### src/rtl/clk_divider_multi.sv
// clk_divider_multi
//   Multi-channel clock divider running on the 100 MHz fabric clock. Each
//   channel outputs a 50 %-duty square wave whose level lasts a programmable
//   number of cycles (the "half" period), plus a one-cycle tick on every rising
//   toggle. New half values arrive through a valid/ready load port. They are
//   held as pending and only switched in at a toggle boundary, so the output
//   never shows a runt pulse.
//
// Ports
//   clk100Mhz   fast clock; every register updates on its rising edge
//   resetn      synchronous reset, active low; overrides all other inputs
//   enable      per-channel run enable; low freezes that channel
//   sync        one-cycle pulse that realigns every channel to the reset phase
//   load_valid  load request
//   load_ch     channel the load targets
//   load_half   new half period in cycles (0 is treated as 1)
//   load_ready  load can be taken this cycle (combinational)
//   slowClk     divided clock per channel (registered)
//   tick        one-cycle pulse in the cycle slowClk goes 0->1 (registered)

// One divider lane: counter, active/pending half period, output flop.
module clk_divider_ch #(
    parameter int CNT_W        = 28,
    parameter int DEFAULT_HALF = 30000
) (
    input  logic             clk,
    input  logic             resetn,
    input  logic             en,
    input  logic             sync,
    input  logic             load,
    input  logic [CNT_W-1:0] half,
    output logic             pending,
    output logic             slow_clk,
    output logic             tick
);
    localparam logic [CNT_W-1:0] ONE = CNT_W'(1);
    localparam logic [CNT_W-1:0] DEF = CNT_W'(DEFAULT_HALF);

    logic [CNT_W-1:0] cnt;
    logic [CNT_W-1:0] act;
    logic [CNT_W-1:0] pend;
    logic             terminal;

    // cnt runs 1..act, so the increment below can never wrap.
    assign terminal = (cnt == act);

    always_ff @(posedge clk) begin
        if (!resetn) begin
            cnt      <= ONE;
            act      <= DEF;
            pend     <= DEF;
            pending  <= 1'b0;
            slow_clk <= 1'b0;
            tick     <= 1'b0;
        end else begin
            tick <= 1'b0;
            if (sync) begin
                cnt      <= ONE;
                slow_clk <= 1'b0;
                if (pending) begin
                    act     <= pend;
                    pending <= 1'b0;
                end
            end else if (en) begin
                if (terminal) begin
                    // The toggle ends the half period that ran on the old act.
                    // A pending value governs the half period starting now.
                    cnt      <= ONE;
                    slow_clk <= ~slow_clk;
                    tick     <= ~slow_clk;
                    if (pending) begin
                        act     <= pend;
                        pending <= 1'b0;
                    end
                end else begin
                    cnt <= cnt + ONE;
                end
            end
            // A load is only accepted while nothing is pending. It therefore
            // never collides with an apply in the same cycle. A load that
            // coincides with a terminal waits for the next terminal.
            if (load) begin
                pend    <= half;
                pending <= 1'b1;
            end
        end
    end
endmodule

module clk_divider_multi #(
    parameter  int NUM_CH       = 4,
    parameter  int CNT_W        = 28,
    parameter  int DEFAULT_HALF = 30000,
    localparam int CH_W         = ($clog2(NUM_CH) > 1) ? $clog2(NUM_CH) : 1
) (
    input  logic              clk100Mhz,
    input  logic              resetn,
    input  logic [NUM_CH-1:0] enable,
    input  logic              sync,
    input  logic              load_valid,
    input  logic [CH_W-1:0]   load_ch,
    input  logic [CNT_W-1:0]  load_half,
    output logic              load_ready,
    output logic [NUM_CH-1:0] slowClk,
    output logic [NUM_CH-1:0] tick
);
    // Extra bit so the range check still works when NUM_CH is a power of two.
    localparam logic [CH_W:0] NUM_CH_V = (CH_W + 1)'(NUM_CH);

    logic [NUM_CH-1:0] pv;
    logic              pv_sel;
    logic              ch_ok;
    logic              accept;
    logic [CNT_W-1:0]  half_c;

    // Mux pv by load_ch without indexing past the array for unused codes.
    always_comb begin
        pv_sel = 1'b0;
        for (int i = 0; i < NUM_CH; i++) begin
            if (load_ch == CH_W'(i)) pv_sel = pv[i];
        end
    end

    assign ch_ok      = ({1'b0, load_ch} < NUM_CH_V);
    assign load_ready = ch_ok && !pv_sel;
    assign accept     = load_valid && load_ready;
    assign half_c     = (load_half == '0) ? CNT_W'(1) : load_half;

    for (genvar g = 0; g < NUM_CH; g++) begin : g_ch
        clk_divider_ch #(
            .CNT_W       (CNT_W),
            .DEFAULT_HALF(DEFAULT_HALF)
        ) u_ch (
            .clk     (clk100Mhz),
            .resetn  (resetn),
            .en      (enable[g]),
            .sync    (sync),
            .load    (accept && (load_ch == CH_W'(g))),
            .half    (half_c),
            .pending (pv[g]),
            .slow_clk(slowClk[g]),
            .tick    (tick[g])
        );
    end
endmodule

### config.mk
export PLATFORM = sky130hd
export DESIGN_NAME = clk_divider_multi
export DESIGN_NICKNAME = d
export VERILOG_FILES = /design/src/rtl/clk_divider_multi.sv
export SDC_FILE = /design/constraint.sdc
export NUM_CORES = 1
export LEC_CHECK = 0
export BUFFER_PORTS_ARGS = -buffer_cell sky130_fd_sc_hd__buf_2
export CAP_MARGIN = 10
export CORE_MARGIN = 4
export CORE_UTILIZATION = 25
export CTS_CLUSTER_DIAMETER = 80
export DETAILED_ROUTE_END_ITERATION = 8
export HOLD_SLACK_MARGIN = 0.03
export PLACE_DENSITY_LB_ADDON = 0.12
export SLEW_MARGIN = 15
export SYNTH_ARGS = -nofsm -noshare
export SYNTH_HDL_FRONTEND = slang
export SYNTH_SLANG_ARGS = --single-unit
export TNS_END_PERCENT = 5
### constraint.sdc
create_clock -name clk100Mhz -period 4.7 [get_ports clk100Mhz]
set_clock_uncertainty 0.05 [all_clocks]
set_input_delay 0.47 -clock clk100Mhz [delete_from_list [all_inputs] [get_ports clk100Mhz]]
set_output_delay 0.47 -clock clk100Mhz [all_outputs]
set_load 0.02 [all_outputs]
# [Yosys cells after proc, flatten, opt, wreduce, memory -nomap -nowiden]
# Cells that the tools add are included.
[word_totals] out_inout_bits=9 ramBits=0 n_memories=0 inputBits=38 regBits=348 elab_cells=130 romBits=0 latch_bits=0
[classes] bitwise=13 add_sub_neg=4 n_reduce_logical=41 magnitude_cmp=0 n_mux=41 shifts=0 mul=0 n_div=0 n_eq_ne=7
[op_table] op="$mux 28" count=21
[op_table] op="$add 28x1->28 const B" count=4
[op_table] op="$eq 28x28->1" count=4
[op_table] op="$logic_not 28->1" count=1
[op_table] op="$reduce_and 2->1" count=12
[op_table] op="$reduce_bool 3->1" count=8
[op_table] op="$mux 1" count=20
[op_table] op="$reduce_bool 2->1" count=8
[op_table] op="$reduce_or 4->1" count=4
[op_table] op="$not 1->1" count=13
[op_table] op="$logic_and 1x1->1" count=5
[op_table] op="$eq 2x2->1 const B" count=2
[op_table] op="$eq 2x1->1 const B" count=1
[op_table] op="$logic_not 2->1" count=1
[op_table] op="$reduce_or 2->1" count=1
[op_table] op="$logic_not 1->1" count=1

# [Logic depth before layout (Yosys ltp)]
# Gate-level depths: netlist (run 1).
[depth] ltp_word=10 mapped_depth=9 mapped_depth_nobuf=6

# [Modules after synthesis]
# Synthesis (run 1) repeated with hierarchy kept, for this count alone.
[hier_totals] hier_cells=1684 hier_area_um2=15842.7
[by_module_without_submodules] module="clk_divider_ch" area_each_um2=3903.7 cells_each=410 n_inst=4 seq_area_each_um2=1741.7
[by_module_without_submodules] module="clk_divider_multi" area_each_um2=227.7 cells_each=44 n_inst=1 seq_area_each_um2=0.0

# [Worst setup path before layout (run 1)]
# Ideal clock, no wire load.
[synth_timing] path_type="input to register" from="in enable[2]" to="reg g_ch[2].u_ch.cnt[26]" required_ns=4.523 arrival_time_ns=1.971 path_buffers=2 cell_stages=7 setup_time_ns=0.127 slack_ns=2.552 cell_sequence="clkbuf_1 nand3_1 or4_1 buf_2 nor4_1 xnor2_1 nor2_1"
[synth_rtl] item="from (decl)" line_no="98" text="input logic [NUM_CH-1:0] enable,"
[synth_rtl] item="to (signal assigned)" line_no="76" text="cnt <= cnt + ONE;"
[synth_rtl] item="to (decl)" line_no="39" text="logic [CNT_W-1:0] cnt;"

# [Final worst setup path (run 1)]
[layout_timing] from="reg g_ch[1].u_ch.cnt[18]" to="reg g_ch[1].u_ch.cnt[16]"
[layout_via] elab_chain_cells=2
[layout_lines] item="from (decl)" line_no="39"
[layout_lines] item="from (signal assigned)" line_no="76"
[layout_lines] item="$eq 28x28->1" line_no="45" text="assign terminal = (cnt == act);"
[layout_lines] item="$mux 28" line_no="65" text="if (terminal) begin"
# No other way between the ends.
# A chain may end at the register's enable or synchronous reset.

==> results of run 1 <==
[stage by stage]
stage                     area, sq um  utilization [%]  setup slack, ns  hold slack, ns
after floorplan                 15600                -             2.55           0.381
after global placement          16500             26.7             1.90           0.399
after detailed placement        16500             26.7             1.85           0.402
after CTS                       17700             28.7             1.84           0.163
after global routing            17800             28.8             1.87           0.210
final                           17800             28.8             2.09           0.194
[registers in the layout (all words and copies together) (netlist names)]
| register | count |
|---|---|
| g_ch.u_ch.act | 112 |
| g_ch.u_ch.cnt | 112 |
| g_ch.u_ch.pend | 112 |
| g_ch.u_ch.pending | 4 |
| g_ch.u_ch.slow_clk | 4 |
| g_ch.u_ch.tick | 4 |
[cells in the final DEF, fill, tap and decap left out, drive strengths merged, types with 3 or more instances in the layout]
cell,count
a21boi,83
a21oi,5
and2,4
and3,20
and4,18
buf,61
clkbuf,64
clkinv,4
dfxtp,348
ha,4
inv,18
mux2i,116
nand2,432
nand2b,3
nand3,65
nand4,51
nor2,136
nor2b,60
nor3,31
nor3b,6
nor4,38
nor4b,3
o21ai,7
o31ai,8
or3,4
or4,6
xnor2,139
xor2,80
[cell families (layout without fill, tap and decap cells)]
kind of cell               after synthesis  after routing  synth area share (%)
xor gates and xnor gates               219            219                  12.3
other                                    0              1                     0
DFF                                    348            348                  44.8
buffers and inverters                  121            147                  3.79
and+or+nand+nor                        879            879                  25.9
adders and majority gates                4              4                 0.322
AOI/OAI and AO/OA                      108            108                  5.36
muxes                                  117            117                  7.53
[worst max path at each step]
stage | startpoint | endpoint | cells after the start
after CTS | g_ch[1].u_ch.cnt[18] | g_ch[1].u_ch.cnt[2] | 5
after global routing | g_ch[3].u_ch.cnt[6] | g_ch[3].u_ch.act[6] | 6
final | g_ch[1].u_ch.cnt[18] | g_ch[1].u_ch.cnt[16] | 6
after detailed placement | g_ch[1].u_ch.cnt[18] | g_ch[1].u_ch.cnt[1] | 5
after global placement | g_ch[1].u_ch.cnt[18] | g_ch[1].u_ch.cnt[17] | 5
after floorplan | enable[2] | g_ch[2].u_ch.cnt[26] | 7
[critical path, cell delays in order, from the launching register on]
cell     delay, ns
dfxtp_1       0.43
xor2_1        0.10
nor4_1        0.53
nand4_1       0.36
o31ai_4       0.73
buf_8         0.23
nor2_1        0.06
[layer usage]
layer | up-vias | wire (um)
met1 | 5575 | 21900
li1 | 5959 | -
met3 | 49 | 1540
met5 | - | 13
met2 | 141 | 20700
met4 | 2 | 837
[area by class of cell]
type                       count  area (sq um)  area share, %
clock inverter                 5          28.8          0.162
timing repair buffer          61           377           2.12
inverter                      17          63.8          0.359
multi-input combinational   1327          8070           45.4
sequential                   348          6970           39.2
clock buffer                  64          1200           6.79
tap                          837          1050           5.90
antenna                        1          2.50         0.0141
[report_power, final]
| part | total [W] | switching (W) | internal (W) | leakage (nW) |
|---|---|---|---|---|
| combinational | 0.000300 | 0.000205 | 0.0000958 | 2.33 |
| clock | 0.00301 | 0.00126 | 0.00175 | 0.605 |
| sequential | 0.00303 | 0.0000302 | 0.00300 | 2.82 |
==> results.json, run 1 <==
{
  "place_congestion": 0.763,
  "syn_area_sq_um": 15600,
  "cts_setup_buffers": 0,
  "grt_pass1_vias": 11616,
  "hold_end": "g_ch[1].u_ch.cnt[0]",
  "fin_nets": 1838,
  "numCtsBuffers": 41,
  "syn_to_final_growth_pct": 14.1,
  "instances_no_fill": 2660,
  "syn_avg_cell_area_sq_um": 8.67,
  "dr.first_iter.drc_count": 713,
  "synthArstFlopShare_pct": 0,
  "die_x_um": 258,
  "reg2reg_to": "g_ch[1].u_ch.cnt[16]",
  "worst_slew_pin_slew_ns": 1.12,
  "worstHoldStart": "enable[1]",
  "grt_use_met2_pct": 22.0,
  "coreArea_sq_um": 61700,
  "yosys-top-cells-count": "432 x nand2_1, 348 x dfxtp_1, 139 x xnor2_1",
  "grt_pass1_wl_um": 69700,
  "min_path_cells": 3,
  "crit_path_end_kind": "flop",
  "h-tree-depth": 2,
  "dieArea_sq_um": 66300,
  "ctsResizeCount": 0,
  "rows": 91,
  "irDropWorstVdd_mv": 0.196,
  "io-pin-count": 47,
  "port-buffer-count": 46,
  "r2r_slack_ns": 2.09,
  "grt_overflow": 0,
  "start_util_pct": 25.2,
  "setup_viol": 0,
  "power_w": 0.00634,
  "timing.final.crit_period_ns": 2.61,
  "grt_max_degree": 235,
  "met3_usage_pct": 2.55,
  "yosysSeqAreaShare_pct": 44.8,
  "num_vias": 11726,
  "rr_worst_depth": 6,
  "dr.pass1.iters": 5,
  "tritoncts": "yes",
  "cp.required_ns": 5.10,
  "clockBufferDepth": 3,
  "start_kind": "flop",
  "met1_usage_pct": 18.2,
  "path_max_fanout": 15,
  "cts.hold.buffers_added": 0,
  "wl_per_cell_um": 16.9,
  "track_usage_pct": 13.4,
  "synth_edf_count": 0,
  "ys_types": 42,
  "synth_area_leader_cell": "dfxtp_1",
  "r2r_start": "g_ch[1].u_ch.cnt[18]",
  "yosysMostFrequentCell": "nand2_1",
  "die_h_um": 258,
  "clock_sinks": 348,
  "tns_ns": 0,
  "max_freq_mhz": 384,
  "drive_gt1_share_pct": 7.08,
  "arrival_ns": 3.00,
  "filler_cell_count": 6679,
  "clk_pin_slew_ns": 0.06,
  "slew_headroom_pct": 25.4,
  "synth_nets": 1838,
  "maxCapViolations": 0,
  "slew_viol_final": 0,
  "grt_antenna_before_repair": 2,
  "layout_worst_path_cycle_share_pct": 55.4,
  "synth_top_area_share_pct": 44.8,
  "worstSkewPairLatency_ns": 0.55,
  "dp_cells": 2588,
  "synthFlopType": "dfxtp_1",
  "power_density_nw_per_um2": 357,
  "drc": 0,
  "grt-busiest-layer": "met2",
  "path_class": "flop to flop",
  "status": "finished clean",
  "syn_inst": 1796,
  "ant_nets": 0,
  "viasPerCell": 4.41,
  "leakagePower_nw": 5.75,
  "final_hold_viol_count": 0,
  "rsz0062_at_grt": "no",
  "yosys_register_bits": 348,
  "ctsRootBufferMaster": "clkbuf_16",
  "dp_hpwl_um": 30300,
  "finalWirelength_um": 45000,
  "min_path_type": "primary input to flop",
  "synth.area.top_cells": "dfxtp_1 45%, nand2_1 10%, xnor2_1 7.8%",
  "yosys_warnings": 0
}
Note: power is estimated with default switching activity, not from simulation.
==> run 2, diff against run 1 <==
clock period = 2.3 ns   (was 4.7 ns; I/O delays follow)
==> results.json, run 2 (same netlist as run 1, synthesis figures left out) <==
{
  "grt_pass1_wl_um": 72000,
  "drive_gt1_share_pct": 11.7,
  "dp_hpwl_um": 32100,
  "finalWirelength_um": 46000,
  "power_density_nw_per_um2": 738,
  "clock_sinks": 348,
  "syn_to_final_growth_pct": 22.0,
  "port-buffer-count": 46,
  "final_hold_viol_count": 0,
  "cp.required_ns": 2.73,
  "max_freq_mhz": 458,
  "layout_common_cells": "431 x nand2_1, 346 x dfxtp_1, 136 x nor2_1",
  "slew_viol_final": 0,
  "h-tree-depth": 2,
  "viasPerCell": 4.37,
  "worstSkewPairLatency_ns": 0.56,
  "setup_viol": 0,
  "fin_nets": 1935,
  "wl_per_cell_um": 16.6,
  "tritoncts": "yes",
  "clk_pin_slew_ns": 0.06,
  "instances_no_fill": 2764,
  "dr.pass1.iters": 5,
  "path_max_fanout": 22,
  "start_kind": "flop",
  "cp_num_buf_inv": 1,
  "rows": 91,
  "final_cell_area_sq_um": 19000,
  "worst_hold_slack_ns": 0.0827,
  "drc": 0,
  "largestRegisters": "g_ch.u_ch.act (112), g_ch.u_ch.cnt (112), g_ch.u_ch.pend (112)",
  "die_h_um": 258,
  "place_congestion": 0.783,
  "min_path_type": "primary input to flop",
  "tns_ns": 0,
  "clockBufferDepth": 3,
  "path_class": "flop to flop",
  "num_vias": 12084,
  "track_usage_pct": 13.8,
  "ctsRootBufferMaster": "clkbuf_16",
  "grt_pass1_vias": 12095,
  "rsz0062_at_grt": "yes",
  "cp_slowest_cell": "or4_1",
  "ant_nets": 0,
  "timing.final.crit_period_ns": 2.19,
  "placed_cell_area_sq_um": 17200,
  "arrival_ns": 2.61,
  "irDropWorstVdd_mv": 0.502,
  "grt_overflow": 0,
  "coreArea_sq_um": 61700,
  "cpPeakStageDelay_ns": 0.61,
  "dr.first_iter.drc_count": 637,
  "numCtsBuffers": 42,
  "dp_cells": 2659,
  "leakagePower_nw": 6.39,
  "io-pin-count": 47,
  "start_util_pct": 25.2,
  "status": "finished clean",
  "worst_slew_pin_slew_ns": 0.718,
  "dieArea_sq_um": 66300,
  "maxCapViolations": 0,
  "die_x_um": 258,
  "slew_headroom_pct": 52.1,
  "crit_family": "simple AND/OR/NAND/NOR gates",
  "layout_worst_path_cycle_share_pct": 95.0,
  "grt_max_degree": 64,
  "crit_path_end_kind": "flop",
  "final_common_cell": "nand2_1",
  "grt_antenna_before_repair": 3,
  "cp_cell_sequence": "xnor2_2 -> nand4_1 -> or4_1 -> o31ai_4 -> buf_12 -> mux2i_1"
}
-- run 2: path summary, 6_finish.rpt --
kind | cells past startpoint | start | slack [ns] | endpoint
worst max-delay path | 6 | g_ch[0].u_ch.cnt[20] | 0.11 | g_ch[0].u_ch.act[26]
worst min-delay path | 4 | load_half[15] | 0.08 | g_ch[0].u_ch.pend[15]
worst max register to register | 6 | g_ch[0].u_ch.cnt[20] | 0.11 | g_ch[0].u_ch.act[26]
worst min register to register | 2 | g_ch[3].u_ch.pend[19] | 0.41 | g_ch[3].u_ch.act[19]
-- run 2: through the flow --
stage               util, %  worst slack [ns]  power (W)
global route           30.7           -0.0164     0.0146
floorplan                 -             0.161    0.00668
detailed placement     27.8            0.0377    0.00701
CTS                    30.6           0.00906     0.0143
global placement       27.8            0.0270    0.00701
finish                 30.8             0.115     0.0140
-- run 2: report_power, final --
part	total (W)	internal, W	switching (W)	leakage (nW)
logic	0.000717	0.000272	0.000445	2.83
registers	0.00618	0.00612	0.0000609	2.82
clock network	0.00711	0.00441	0.00270	0.740
total	0.0140	0.0108	0.00321	6.39
-- run 2: layout make-up --
type                    instances  area (sq um)
flip-flops and latches        348          6970
fillers                      6600         42700
well taps                     837          1050
inverters                      17          63.8
diodes                          2          5.00
multi-input cells            1327          8120
repair buffers                157          1290
clock inverters                14           209
clock buffers                  62          1280
-- run 2: per-layer routing --
metal  wire [um]  track usage [%]  share of wire [%]
met4        1050             4.27                2.3
met2       20700             22.3                 45
met5           7                0              0.015
met1       22800             19.2                 50
met3        1460             2.17                3.2
-- run 2: worst reg2reg max path: cells and delay by family (launching register included) --
| kind | cells | cell delay, ns |
|---|---|---|
| multiplexers | 1 | 0.25 |
| buffers and inverters | 1 | 0.23 |
| flip-flops | 1 | 0.43 |
| AO/OA/AOI/OAI | 1 | 0.27 |
| XOR/XNOR | 1 | 0.16 |
| AND/OR/NAND/NOR | 2 | 0.73 |
-- run 2: what timing repair did --
action	in CTS	in global routing
buffers inserted	0	0
gates resized for setup	0	12
hold buffers	27	0
pin swaps	1	1
hold endpoints to repair	108	0
endpoints found under the setup margin	1	70
